$ cat src/rtl/regfile_pkg.sv
// regfile_pkg: shared register-file geometry and helpers.
//   REG_ADDR_W - register address width (x0..x31)
//   XLEN       - data width
//   NUM_REGS   - architectural register count
//   reg_addr_t / xlen_t / reg_mask_t - common typedefs
package regfile_pkg;

  localparam int REG_ADDR_W = 5;
  localparam int XLEN       = 32;
  localparam int NUM_REGS   = 32;

  typedef logic [REG_ADDR_W-1:0] reg_addr_t;
  typedef logic [XLEN-1:0]       xlen_t;
  typedef logic [NUM_REGS-1:0]   reg_mask_t;

  // One-hot decode of a register address into a scoreboard bit vector.
  function automatic reg_mask_t reg_onehot(input reg_addr_t addr);
    reg_onehot = reg_mask_t'(1) << addr;
  endfunction

endpackage

$ cat src/rtl/regfile_wb_arbiter_if.sv
// regfile_wb_arbiter_if: writeback request bundle, one lane per requester.
//   req_valid[i] - requester i has a write pending (addr/data held until ready)
//   req_ready[i] - grant to requester i, combinational from the arbiter
//   req_addr[i]  - destination register of requester i
//   req_data[i]  - write data of requester i
// master: requester side; slave: arbiter side.
interface regfile_wb_arbiter_if
  import regfile_pkg::*;
#(
  parameter int NUM_REQ = 2
) ();

  logic      [NUM_REQ-1:0] req_valid;
  logic      [NUM_REQ-1:0] req_ready;
  reg_addr_t [NUM_REQ-1:0] req_addr;
  xlen_t     [NUM_REQ-1:0] req_data;

  modport master (
    output req_valid,
    output req_addr,
    output req_data,
    input  req_ready
  );

  modport slave (
    input  req_valid,
    input  req_addr,
    input  req_data,
    output req_ready
  );

endinterface

$ cat src/rtl/regfile_wb_arbiter_rr_arbiter.sv
// rr_arbiter: combinational round-robin arbiter.
//   req       - request vector (N bits)
//   ptr       - index with highest priority this cycle (must be < N)
//   grant     - one-hot grant, zero when nothing requests
//   grant_idx - binary index of the granted requester
//   grant_any - some requester was granted
// The priority pointer register is owned by the instantiating module.
module rr_arbiter #(
  parameter int N     = 2,
  parameter int IDX_W = (N > 1) ? $clog2(N) : 1
) (
  input  logic [N-1:0]     req,
  input  logic [IDX_W-1:0] ptr,
  output logic [N-1:0]     grant,
  output logic [IDX_W-1:0] grant_idx,
  output logic             grant_any
);

  // Scan upward from ptr with wrap; the first requester found wins.
  always_comb begin
    int   cand_s;
    logic hit_s;
    cand_s    = 0;
    hit_s     = 1'b0;
    grant     = '0;
    grant_idx = '0;
    grant_any = 1'b0;
    for (int k = 0; k < N; k++) begin
      cand_s           = ((int'(ptr) + k) >= N) ? (int'(ptr) + k - N) : (int'(ptr) + k);
      hit_s            = !grant_any && req[cand_s];
      grant[cand_s]    = grant[cand_s] | hit_s;
      grant_idx        = hit_s ? IDX_W'(cand_s) : grant_idx;
      grant_any        = grant_any | hit_s;
    end
  end

endmodule

$ cat src/rtl/regfile_wb_arbiter.sv
// regfile_wb_arbiter: shares the register file write port between NUM_REQ
// writeback requesters and tracks outstanding destination registers.
//   clk, rst     - clock / asynchronous active-high reset
//   req_bus      - writeback requests (slave side of regfile_wb_arbiter_if)
//   rsv_valid    - issue stage reserves rsv_addr as an outstanding destination
//   rsv_addr     - register being reserved
//   flush        - clear the whole pending-write scoreboard
//   pending_mask - bit r set while a write to xr is outstanding (bit 0 always 0)
//   wr_ena/wr_addr/wr_data - registered register-file write port, latency 1
module regfile_wb_arbiter
  import regfile_pkg::*;
#(
  parameter int NUM_REQ = 2
) (
  input  logic                         clk,
  input  logic                         rst,
  regfile_wb_arbiter_if.slave          req_bus,
  input  logic                         rsv_valid,
  input  reg_addr_t                    rsv_addr,
  input  logic                         flush,
  output reg_mask_t                    pending_mask,
  output logic                         wr_ena,
  output reg_addr_t                    wr_addr,
  output xlen_t                        wr_data
);

  localparam int IDX_W = $clog2(NUM_REQ);

  logic [IDX_W-1:0]   ptr_r;
  logic [IDX_W-1:0]   ptr_next_s;
  logic [NUM_REQ-1:0] grant_s;
  logic [IDX_W-1:0]   grant_idx_s;
  logic               grant_any_s;
  reg_addr_t          sel_addr_s;
  xlen_t              sel_data_s;
  logic               commit_s;
  reg_mask_t          set_vec_s;
  reg_mask_t          clr_vec_s;
  reg_mask_t          mask_next_s;

  rr_arbiter #(
    .N     (NUM_REQ),
    .IDX_W (IDX_W)
  ) u_rr_arbiter (
    .req       (req_bus.req_valid),
    .ptr       (ptr_r),
    .grant     (grant_s),
    .grant_idx (grant_idx_s),
    .grant_any (grant_any_s)
  );

  // Grant is a transfer: the arbiter only grants valid requesters.
  assign req_bus.req_ready = grant_s;

  assign sel_addr_s = req_bus.req_addr[grant_idx_s];
  assign sel_data_s = req_bus.req_data[grant_idx_s];

  // Writes to x0 are accepted from the requester but never reach the register file.
  assign commit_s = grant_any_s && (sel_addr_s != 5'd0);

  assign ptr_next_s = (grant_idx_s == IDX_W'(NUM_REQ - 1)) ? '0 : (grant_idx_s + IDX_W'(1));

  // Set is applied after clear so a same-register reserve keeps the newer producer
  // outstanding; flush beats both; bit 0 is forced low.
  assign set_vec_s   = (rsv_valid && (rsv_addr != 5'd0)) ? reg_onehot(rsv_addr) : '0;
  assign clr_vec_s   = commit_s ? reg_onehot(sel_addr_s) : '0;
  assign mask_next_s = flush ? '0 : (((pending_mask & ~clr_vec_s) | set_vec_s) & ~reg_mask_t'(1));

  // Round-robin pointer, write-port output register and scoreboard register.
  always_ff @(posedge clk or posedge rst) begin
    if (rst) begin
      ptr_r        <= '0;
      wr_ena       <= 1'b0;
      wr_addr      <= 5'd0;
      wr_data      <= 32'd0;
      pending_mask <= '0;
    end else begin
      if (grant_any_s) begin
        ptr_r <= ptr_next_s;
      end else begin
        ptr_r <= ptr_r;
      end
      wr_ena <= commit_s;
      if (commit_s) begin
        wr_addr <= sel_addr_s;
        wr_data <= sel_data_s;
      end else begin
        wr_addr <= wr_addr;
        wr_data <= wr_data;
      end
      pending_mask <= mask_next_s;
    end
  end

endmodule

$ cat src/flat_wrapper.sv
// flat-port wrapper written by rule: the top's interface ports become plain ports
module regfile_wb_arbiter_flat import regfile_pkg::*;
#(
  parameter int NUM_REQ = 2
)
  (clk, rst, rsv_valid, rsv_addr, flush, pending_mask, wr_ena, wr_addr, wr_data, req_bus_req_valid, req_bus_req_addr, req_bus_req_data, req_bus_req_ready);
  regfile_wb_arbiter_if #(.NUM_REQ(NUM_REQ)) req_bus_i ();
  input  logic clk;
  input  logic rst;
  input  logic rsv_valid;
  input  reg_addr_t rsv_addr;
  input  logic flush;
  output reg_mask_t pending_mask;
  output logic wr_ena;
  output reg_addr_t wr_addr;
  output xlen_t wr_data;
  input wire logic [$bits(req_bus_i.req_valid)-1:0] req_bus_req_valid;
  input wire logic [$bits(req_bus_i.req_addr)-1:0] req_bus_req_addr;
  input wire logic [$bits(req_bus_i.req_data)-1:0] req_bus_req_data;
  output wire logic [$bits(req_bus_i.req_ready)-1:0] req_bus_req_ready;
  assign req_bus_i.req_valid = req_bus_req_valid;
  assign req_bus_i.req_addr = req_bus_req_addr;
  assign req_bus_i.req_data = req_bus_req_data;
  assign req_bus_req_ready = req_bus_i.req_ready;
  regfile_wb_arbiter #(.NUM_REQ(NUM_REQ)) u_core (.clk(clk), .rst(rst), .req_bus(req_bus_i), .rsv_valid(rsv_valid), .rsv_addr(rsv_addr), .flush(flush), .pending_mask(pending_mask), .wr_ena(wr_ena), .wr_addr(wr_addr), .wr_data(wr_data));
endmodule
$ cat config.mk
export PLATFORM = sky130hd
export DESIGN_NAME = regfile_wb_arbiter_flat
export DESIGN_NICKNAME = d
export VERILOG_FILES = /design/src/rtl/regfile_pkg.sv /design/src/rtl/regfile_wb_arbiter_if.sv /design/src/rtl/regfile_wb_arbiter_rr_arbiter.sv /design/src/rtl/regfile_wb_arbiter.sv /design/src/flat_wrapper.sv
export SDC_FILE = /design/constraint.sdc
export NUM_CORES = 1
export LEC_CHECK = 0
export CORE_MARGIN = 3
export CORE_UTILIZATION = 35
export CTS_BUF_LIST = sky130_fd_sc_hd__clkbuf_4
export DETAILED_ROUTE_END_ITERATION = 12
export PLACE_DENSITY = 0.79
export SYNTH_ARGS = -nofsm -noshare
export SYNTH_HDL_FRONTEND = slang
export SYNTH_SLANG_ARGS = --single-unit
$ cat constraint.sdc
create_clock -name clk -period 4.8 [get_ports clk]
set_clock_uncertainty 0.05 [all_clocks]
set_input_delay 0.96 -clock clk [delete_from_list [all_inputs] [get_ports clk]]
set_output_delay 0.96 -clock clk [all_outputs]
set_load 0.03 [all_outputs]
; ---- Word-level counts from Yosys, hierarchy flattened
; Index checks and enable logic that the tools add are counted.
[totals]
out_inout_bits = 72
romBits = 0
elab_cells = 61
ram_bits = 0
latch_bits = 0
in_bits = 85
register_bits = 71
mem_count = 0
[op_classes]
bitwise_logic = 7
n_shift = 2
div_mod_pow = 0
reduce_logical = 8
n_lt_le_gt_ge = 7
add_sub_neg = 4
eq_ne = 0
mul = 0
n_mux = 28
[ops]
columns = operator, n
row1 = $mux W32, 7
row2 = $ge A32 B1 Y1 const B, 2
row3 = $lt A32 B3 Y1 const B, 2
row4 = $shl A1 B5 Y32 const A, 2
row5 = $and A32 B32 Y32, 1
row6 = $ge A32 B3 Y1 const B, 1
row7 = $not A32 Y32, 1
row8 = $or A32 B32 Y32, 1
row9 = $sub A32 B3 Y32 const B, 1
row10 = $mux W1, 16
row11 = $mux W5, 2
row12 = $reduce_bool A5 Y1, 2
row13 = $logic_and A1 B1 Y1, 5
row14 = $or A1 B1 Y1, 3
row15 = $sub A1 B2 Y3 const B, 1
row16 = $add A1 B1 Y2 const B, 1
row17 = $and A2 B2 Y2, 1
row18 = $bwmux W2, 1
row19 = $demux W1 S1, 2
row20 = $ge A1 B2 Y1 const B, 1
row21 = $lt A1 B2 Y1 const B, 1
row22 = $add A1 B1 Y1 const B, 1
row23 = $logic_not A1 Y1, 1

; ---- Depth between registers and ports, before layout
; Gate-level depths: netlist of the first run.
[depth]
ltp_word = 17
ltp_mapped = 8

; ---- Modules after synthesis
; Synthesis of the first run repeated with hierarchy kept, for this count alone.
[hier_totals]
hier_cells = 321
hier_area_um2 = 3682.3
[by_module_without_submodules]
columns = mod, area_per_inst_um2, seq_area_each_um2, cells_each, n_inst
row1 = regfile_wb_arbiter, 3649.8, 1751.7, 316, 1
row2 = rr_arbiter, 32.5, 0.0, 5, 1

; ---- Worst setup path after synthesis of the first run
; No wires, ideal clock.
[synth_timing]
path_type = input-to-output
start = in req_bus_req_valid[1]
end = out req_bus_req_ready[0]
path_stages = 2
arrival_ns = 1.756
slack_ns = 2.034
cell_sequence = buf_2 > a21boi_1
[synth_via]
elab_chain_cells = 10
elab_cells_between_ends = 15
cone_classes = mux: 10 / bitwise: 3 / reduce/logical: 2
[synth_lines]
columns = item, line
row1 = "start, declared", flat_wrapper.sv:17  ; input wire logic [$bits(req_bus_i.req_valid)-1:0] req_bus_req_valid;
row2 = $mux W1 (not written as such) (3 in a row), regfile_wb_arbiter_rr_arbiter.sv:30  ; hit_s = !grant_any && req[cand_s];
row3 = $or A1 B1 Y1, regfile_wb_arbiter_rr_arbiter.sv:31  ; grant[cand_s] = grant[cand_s] | hit_s;
row4 = $and A2 B2 Y2 (no source line), -
row5 = $mux W1 (not written as such) (3 in a row), regfile_wb_arbiter_rr_arbiter.sv:31
row6 = $or A1 B1 Y1, regfile_wb_arbiter_rr_arbiter.sv:31
row7 = $bwmux W2 *, regfile_wb_arbiter_rr_arbiter.sv:31
row8 = "end, declared", flat_wrapper.sv:20  ; output wire logic [$bits(req_bus_i.req_ready)-1:0] req_bus_req_ready;
; Mark *: on every way between the ends. The rest lies on a longest branch, timed or not. The select of a mux whose other input is x is not followed.

; ---- Final worst setup path of the first run
; Ends and elaborated chain as after synthesis.

==> key figures, run 1 <==
Clocking
  – CTS tree: done
  – CTS root buffer: clkbuf_4
  – Postcts setup bufs: 0
  – Worst-path clk slew: between 0.1 and 0.15 ns
  – Clk sinks: 70
  – CTS buffer count: 9
  – Worst-skew pair later-pin latency: roughly 0.4 ns
  – Hold-fix buffers, CTS: 0
  – # H-tree levels: 3
  – Clock buffer depth: 2
  – Number of gates resized after CTS: 0

Synth
  – Asr flop ratio synth: 100%
  – Post-Syn Instances: between 300 and 400
  – Seq/Total Area, Yosys: between 40% and 50%
  – Synth Area per Inst: a little under 10 um2
  – Flops & latches, synth: 70
  – Largest cells by area after synthesis: dfrtp_1 47%, mux2i_1 9.6%, o21ai_2 6.8%
  – Synth unique cells: 46
  – Post-synth net total: about 460
  – Ys Warns: 0
  – Post-synth EDFFs: 0
  – Most used DFF post-synth: dfrtp_1
  – Mapped Area: about 3800 um2
  – Yosys top cell area share: 46.6%
  – Biggest area consumer among synthesized cells: dfrtp_1

Global routing
  – Number of global-route vias before repair: 3,415
  – GRT overflow: 0
  – Total track usage: 19.0%
  – Largest net degree at the start of global routing: 42
  – First-pass GRT wire length: between 15 and 20 mm
  – Antenna violations before repair: 1

Run status
  – Status: completed

Drt
  – Initial DRC Count: roughly 220
  – Post-route DRC violation count: 0
  – DRT antenna net count: 0
  – DR WL/cell: between 15 and 20 um
  – Vias post-DR: roughly 3,600
  – Drt first pass iters: 5
  – DRT Wirelength: between 10 and 15 mm
  – Vias/cell: roughly 5.5

Floorplan
  – Die ar.: between 10,000 and 15,000 um2
  – Rows: 37
  – Initial core utilization: between 30 and 40%
  – I/O pin cnt: between 150 and 200
  – Core Region: a little over 10,000 um2
  – DIE WIDTH: ~110 um
  – Die height: between 100 and 150 um

Timing
  – Setup_tns: 0 ns
  – Hold slack: between 0.4 and 0.5 ns
  – Slew Limit Fails: 0
  – Fmax: between 200 and 300 MHz
  – Final Hold Viols: 0
  – RSZ-0062 raised after global routing: no
  – Tcrit/Tclk final: 80.5%
  – Minimum clock period: roughly 3.9 ns
  – Worst slew pin tran: approximately 1.2 ns
  – Final setup fails: 0
  – Rel. slew slack: roughly 22%
  – Final WS setup: between 0.9 and 1 ns

Worst setup path
  – WP data required: 3.79 ns
  – Max stage delay cell, worst path: clkdlybuf4s50_1
  – Max incr delay on CP: a little under 0.8 ns
  – CP Class: in2out
  – WP data arrival: between 2 and 3 ns
  – Crit start category: input port
  – CP Capture Type: primary output
  – Most used cell, CP: clkdlybuf4s50_1
  – Reg-to-Reg Start: u_core.ptr_r
  – CP Max Fanout: 13
  – Crit path cell chain: clkdlybuf4s50_1 > a21boi_1 > clkdlybuf4s50_1
  – CP startpoint: req_bus_req_valid[1]

Placed design
  – Setup WS pre-CTS: 0.973 ns
  – Port buffer count: around 160
  – Gpl congestion: around 0.94
  – HPWL Detailed: between 8 and 9 mm

Run
  – Number of max-cap violations: 0

Worst hold path
  – Worst Hold Class: reg2reg
  – Hold Startpoint: u_core.wr_data[4]

Finish
  – Commonest non-fill, non-tap cell in the layout: clkdlybuf4s50_1
  – Area delta synth->final: 47.0%
  – Ratio of cells with drive above 1 in the final layout: around an eighth
  – Util after Layout: between 50% and 60%
  – Most frequent cells in the layout: 155 x clkdlybuf4s50_1, 70 x dfrtp_1, 42 x o21ai_0, 36 x mux2i_1, 32 x a21oi_1
  – # nets final: between 600 and 700

Power
  – Leak pwr: between 2 and 2.5 nW
  – VDD IR max: 139 uV
  – PwrDens: about 280 nW/um2
  – Final Power: 1.56 mW
[where the power goes]
group	internal, mW	switching [mW]	leakage [nW]	total (mW)
sequential	0.634	0.0220	0.896	0.656
clock	0.213	0.231	0.0825	0.443
combinational	0.201	0.265	1.23	0.465
total	1.05	0.517	2.21	1.56
[worst max-delay path, delay by kind of cell]
family / cells / cell delay, ns
AOI/OAI and AO/OA: 1 / 0.47
buffers and inverters: 2 / 1.42
[kinds of logic after synthesis]
family | share of synthesized area [%]
AO/OA/AOI/OAI | 26.4
AND/OR/NAND/NOR | 11.8
multiplexers | 9.59
flip-flops | 46.6
buffers and inverters | 5.46
other | 0.0998
[cell type report]
cell class                      instances  area (um2)
Multi-Input combinational cell        274        1800
Clock buffer                            9        67.6
Antenna cell                            1        2.50
Sequential cell                        70        1750
Fill cell                             960        4850
Inverter                                7        26.3
Clock inverter                          7        97.6
Tap cell                              136         170
Timing Repair Buffer                  162        1600
[stage by stage]
step           instance area, um2  std cells
2_1_floorplan                3760        378
3_3_place_gp                 5360        649
3_5_place_dp                 5360        649
4_1_cts                      5520        665
5_1_grt                      5520        666
6_report                     5520        666
[per-layer routing]
layer	wire, um	vias to the layer above	GRT usage [%]
li1	-	1699	-
met1	4850	1764	25.6
met2	5800	166	31.4
met3	834	8	3.88
met4	116	0	4.90
met5	0	-	0
[synthesized netlist by cell type (2+ instances only)]
library cell / number
o21ai_0: 42
dfrtp_1: 70
a21oi_2: 2
buf_2: 5
nor3_1: 8
nand3_1: 8
or3_1: 2
o31a_1: 2
o31ai_1: 26
o21ai_1: 2
nor4b_1: 2
a31oi_1: 3
buf_4: 4
nor4_1: 3
inv_1: 5
nor2_1: 20
a21oi_1: 32
nand4_1: 5
a2111oi_0: 2
nand2b_1: 4
inv_2: 2
nand2_1: 23
nand4b_1: 3
buf_12: 3
clkbuf_1: 14
o21ai_2: 29
mux2i_1: 36
nor2b_1: 3
[worst paths after layout]
| kind | end | slack, ns | cells past startpoint |
|---|---|---|---|
| worst min register to register | u_core.wr_data[4] | 0.45 | 2 |
| worst min-delay path | u_core.wr_data[4] | 0.45 | 2 |
| max in group asynchronous | u_core.wr_data[28] | 2.77 | 3 |
| min in group asynchronous | u_core.pending_mask[21] | 0.99 | 2 |
| worst max register to register | u_core.pending_mask[10] | 2.23 | 6 |
| worst max-delay path | req_bus_req_ready[0] | 0.94 | 3 |
[registers in the layout (all words and copies together) (netlist names)]
| register | count |
|---|---|
| u_core.pending_mask | 31 |
| u_core.wr_addr | 5 |
| u_core.wr_ena | 1 |
| u_core.ptr_r | 1 |
| u_core.wr_data | 32 |
Power figures use the tool's default switching activity.
==> run 2: changes to the inputs <==
==> constraint.sdc (replaced) <==
create_clock -name clk -period 3.92 [get_ports clk]
set_clock_uncertainty 0.05 [all_clocks]
set_input_delay 0.784 -clock clk [delete_from_list [all_inputs] [get_ports clk]]
set_output_delay 0.784 -clock clk [all_outputs]
set_load 0.03 [all_outputs]
==> key figures, run 2 (synthesis results as in run 1) <==
Finish
  – Fin cells: 668 (was 666)
  – Number of flip-flops in the largest register: 32 (unchanged)
  – Ratio of cells with drive above 1 in the final layout: 12.6% (was 12.3%)
  – Area delta synth->final: 46.4% (was 47.0%)
  – Top flop regs: u_core.wr_data (32), u_core.pending_mask (31), u_core.wr_addr (5) (unchanged)
  – Most flops, register: u_core.wr_data (unchanged)
  – Fill cells: 950 (was 960)
  – # nets final: 611 (was 609)
  – Most frequent cells in the layout: 154 x clkdlybuf4s50_1, 70 x dfrtp_1, 42 x o21ai_0, 36 x mux2i_1, 32 x a21oi_1 (was 155 x clkdlybuf4s50_1, 70 x dfrtp_1, 42 x o21ai_0, 36 x mux2i_1, 32 x a21oi_1)
  – Commonest non-fill, non-tap cell in the layout: clkdlybuf4s50_1 (unchanged)

Floorplan
  – Die height: 110 um (unchanged)
  – Initial core utilization: 36.2% (unchanged)
  – Core Region: 10,400 um2 (unchanged)
  – Die ar.: 12,000 um2 (unchanged)
  – I/O pin cnt: 157 (unchanged)
  – DIE WIDTH: 110 um (unchanged)
  – Rows: 37 (unchanged)

Power
  – Final Power: 1.80 mW (was 1.56 mW)
  – Leak pwr: 2.20 nW (was 2.21 nW)
  – PwrDens: 327 nW/um2 (was 283 nW/um2)
  – VDD IR max: 150 uV (was 139 uV)

Drt
  – Top layer in use: met4 (unchanged)
  – DRT antenna net count: 0 (unchanged)
  – Met3 routed WL: 857 um (was 834 um)
  – Vias/cell: 5.42 (was 5.46)
  – Post-route DRC violation count: 0 (unchanged)
  – DR WL/cell: 17.7 um (was 17.4 um)
  – Vias post-DR: 3,619 (was 3,637)
  – Drt first pass iters: 6 (was 5)
  – Initial DRC Count: 202 (was 215)
  – Met1 Wirelength: 4.90 mm (was 4.85 mm)
  – Routed wl met2: 6.00 mm (was 5.80 mm)
  – DRT Wirelength: 11.8 mm (was 11.6 mm)

Global routing
  – First-pass GRT wire length: 17.9 mm (unchanged)
  – GRT overflow: 0 (unchanged)
  – Antenna violations before repair: 1 (unchanged)
  – Number of global-route vias before repair: 3,534 (was 3,415)
  – Total track usage: 19.1% (was 19.0%)
  – Largest net degree at the start of global routing: 39 (was 42)

Timing
  – Minimum clock period: 3.34 ns
  – Tcrit/Tclk final: ~85%
  – Final setup fails: 0 (unchanged)
  – Worst slew pin tran: 1.12 ns (was 1.17 ns)
  – Setup_tns: 0 ns (unchanged)
  – Rel. slew slack: 25.3% (was 21.8%)
  – RSZ-0062 raised after global routing: no (unchanged)
  – Slew Limit Fails: 0 (unchanged)
  – Final Hold Viols: 0 (unchanged)
  – Fmax: 300 MHz

Worst setup path
  – CP delay by family, top: buffers and inverters (unchanged)
  – CP Capture Type: primary output (unchanged)
  – R2r setup slk: 1.30 ns (was 2.23 ns)
  – Worst Path Buf+Inv: 2 (unchanged)
  – CP Class: in2out (unchanged)
  – Max incr delay on CP: 0.76 ns (was 0.77 ns)
  – Max stage delay cell, worst path: clkdlybuf4s50_1 (unchanged)
  – Crit start category: input port (unchanged)
  – CP startpoint: req_bus_req_valid[0] (was req_bus_req_valid[1])
  – Most used cell, CP: clkdlybuf4s50_1 (unchanged)
  – Reg-to-Reg Start: u_core.ptr_r (unchanged)
  – WP data arrival: 2.50 ns (was 2.85 ns)
  – Crit path cell chain: clkdlybuf4s50_1 > a21boi_1 > clkdlybuf4s50_1 (unchanged)
  – CP Max Fanout: 5 (was 13)
  – WP data required: 3.09 ns (was 3.79 ns)

Worst hold path
  – Hold Startpoint: u_core.wr_addr[3] (was u_core.wr_data[4])
  – Worst Hold Class: reg2reg (unchanged)

Clocking
  – Worst-path clk slew: 0.12 ns (was 0.11 ns)
  – CTS buffer count: 9 (unchanged)
  – Worst-skew pair later-pin latency: 0.41 ns (was 0.40 ns)
  – Number of gates resized after CTS: 0 (unchanged)
  – Clock buffer depth: 2 (unchanged)
  – Clk sinks: 70 (unchanged)
  – Hold-fix buffers, CTS: 0 (unchanged)
  – CTS root buffer: clkbuf_4 (unchanged)
  – Postcts setup bufs: 0 (unchanged)
  – CTS tree: done (unchanged)
  – # H-tree levels: 3 (unchanged)

Placed design
  – HPWL Detailed: 8.79 mm (was 8.64 mm)
  – Placed insts: 651 (was 649)
  – Port buffer count: 155 (unchanged)
  – Gpl congestion: 0.871 (was 0.941)

Run
  – Number of max-cap violations: 0 (unchanged)

Run status
  – Status: completed (unchanged)
run 2: final cells by class:
cell class | count | area [um2] | area share [%]
inverter | 7 | 26.3 | 0.478
antenna | 1 | 2.50 | 0.0455
tap | 136 | 170 | 3.09
timing repair buffer | 164 | 1630 | 29.6
sequential | 70 | 1750 | 31.9
clock buffer | 9 | 67.6 | 1.23
clock inverter | 7 | 48.8 | 0.887
multi-input combinational | 274 | 1800 | 32.8
run 2: final timing paths:
path                                     endpoint  depth (start not counted)
max reg2reg                    u_core.wr_data[27]                          5
min reg2reg                     u_core.wr_addr[3]                          2
min                             u_core.wr_addr[3]                          2
max                          req_bus_req_ready[0]                          3
max in group asynchronous  u_core.pending_mask[9]                          3
min in group asynchronous      u_core.wr_data[29]                          2
run 2: power breakdown:
part / leakage, nW / internal, mW / switching, mW / total (mW)
registers: 0.896 / 0.777 / 0.0284 / 0.805
logic: 1.24 / 0.249 / 0.328 / 0.577
clock network: 0.0564 / 0.131 / 0.283 / 0.414
total: 2.20 / 1.16 / 0.639 / 1.80
run 2: worst reg2reg max path, stage by stage (launching register included):
cell      delay (ns)
dfrtp_1         0.42
nand2b_1        0.33
nand4_1         0.26
a211oi_4        0.27
or2_2           0.84
o21ai_0         0.28
run 2: through the flow:
step           hold slack (ns)  worst slack (ns)  cell area [um2]  util [%]
3_5_place_dp             0.428             0.450             5380      51.9
6_report                 0.452             0.584             5500      53.0
2_1_floorplan            0.417              1.32             3760         -
3_3_place_gp             0.428             0.592             5380      51.9
4_1_cts                  0.459             0.576             5500      53.0
5_1_grt                  0.471             0.481             5500      53.0
run 2: per-layer routing:
layer  GRT usage [%]  vias up
met4            5.43        0
met5               0        -
met2            32.4      169
met3            3.35        6
met1            25.1     1748
li1                -     1696
==> run 3: changes to the inputs <==
--- a/config.mk
+++ b/config.mk
@@ -8,6 +8,7 @@
 export CORE_MARGIN = 3
 export CORE_UTILIZATION = 35
 export CTS_BUF_LIST = sky130_fd_sc_hd__clkbuf_4
+export CTS_CLUSTER_SIZE = 25
 export DETAILED_ROUTE_END_ITERATION = 12
 export PLACE_DENSITY = 0.79
 export SYNTH_ARGS = -nofsm -noshare
==> results of run 3 <==
No change in the layout: final DEF, timing and power equal those of run 2.
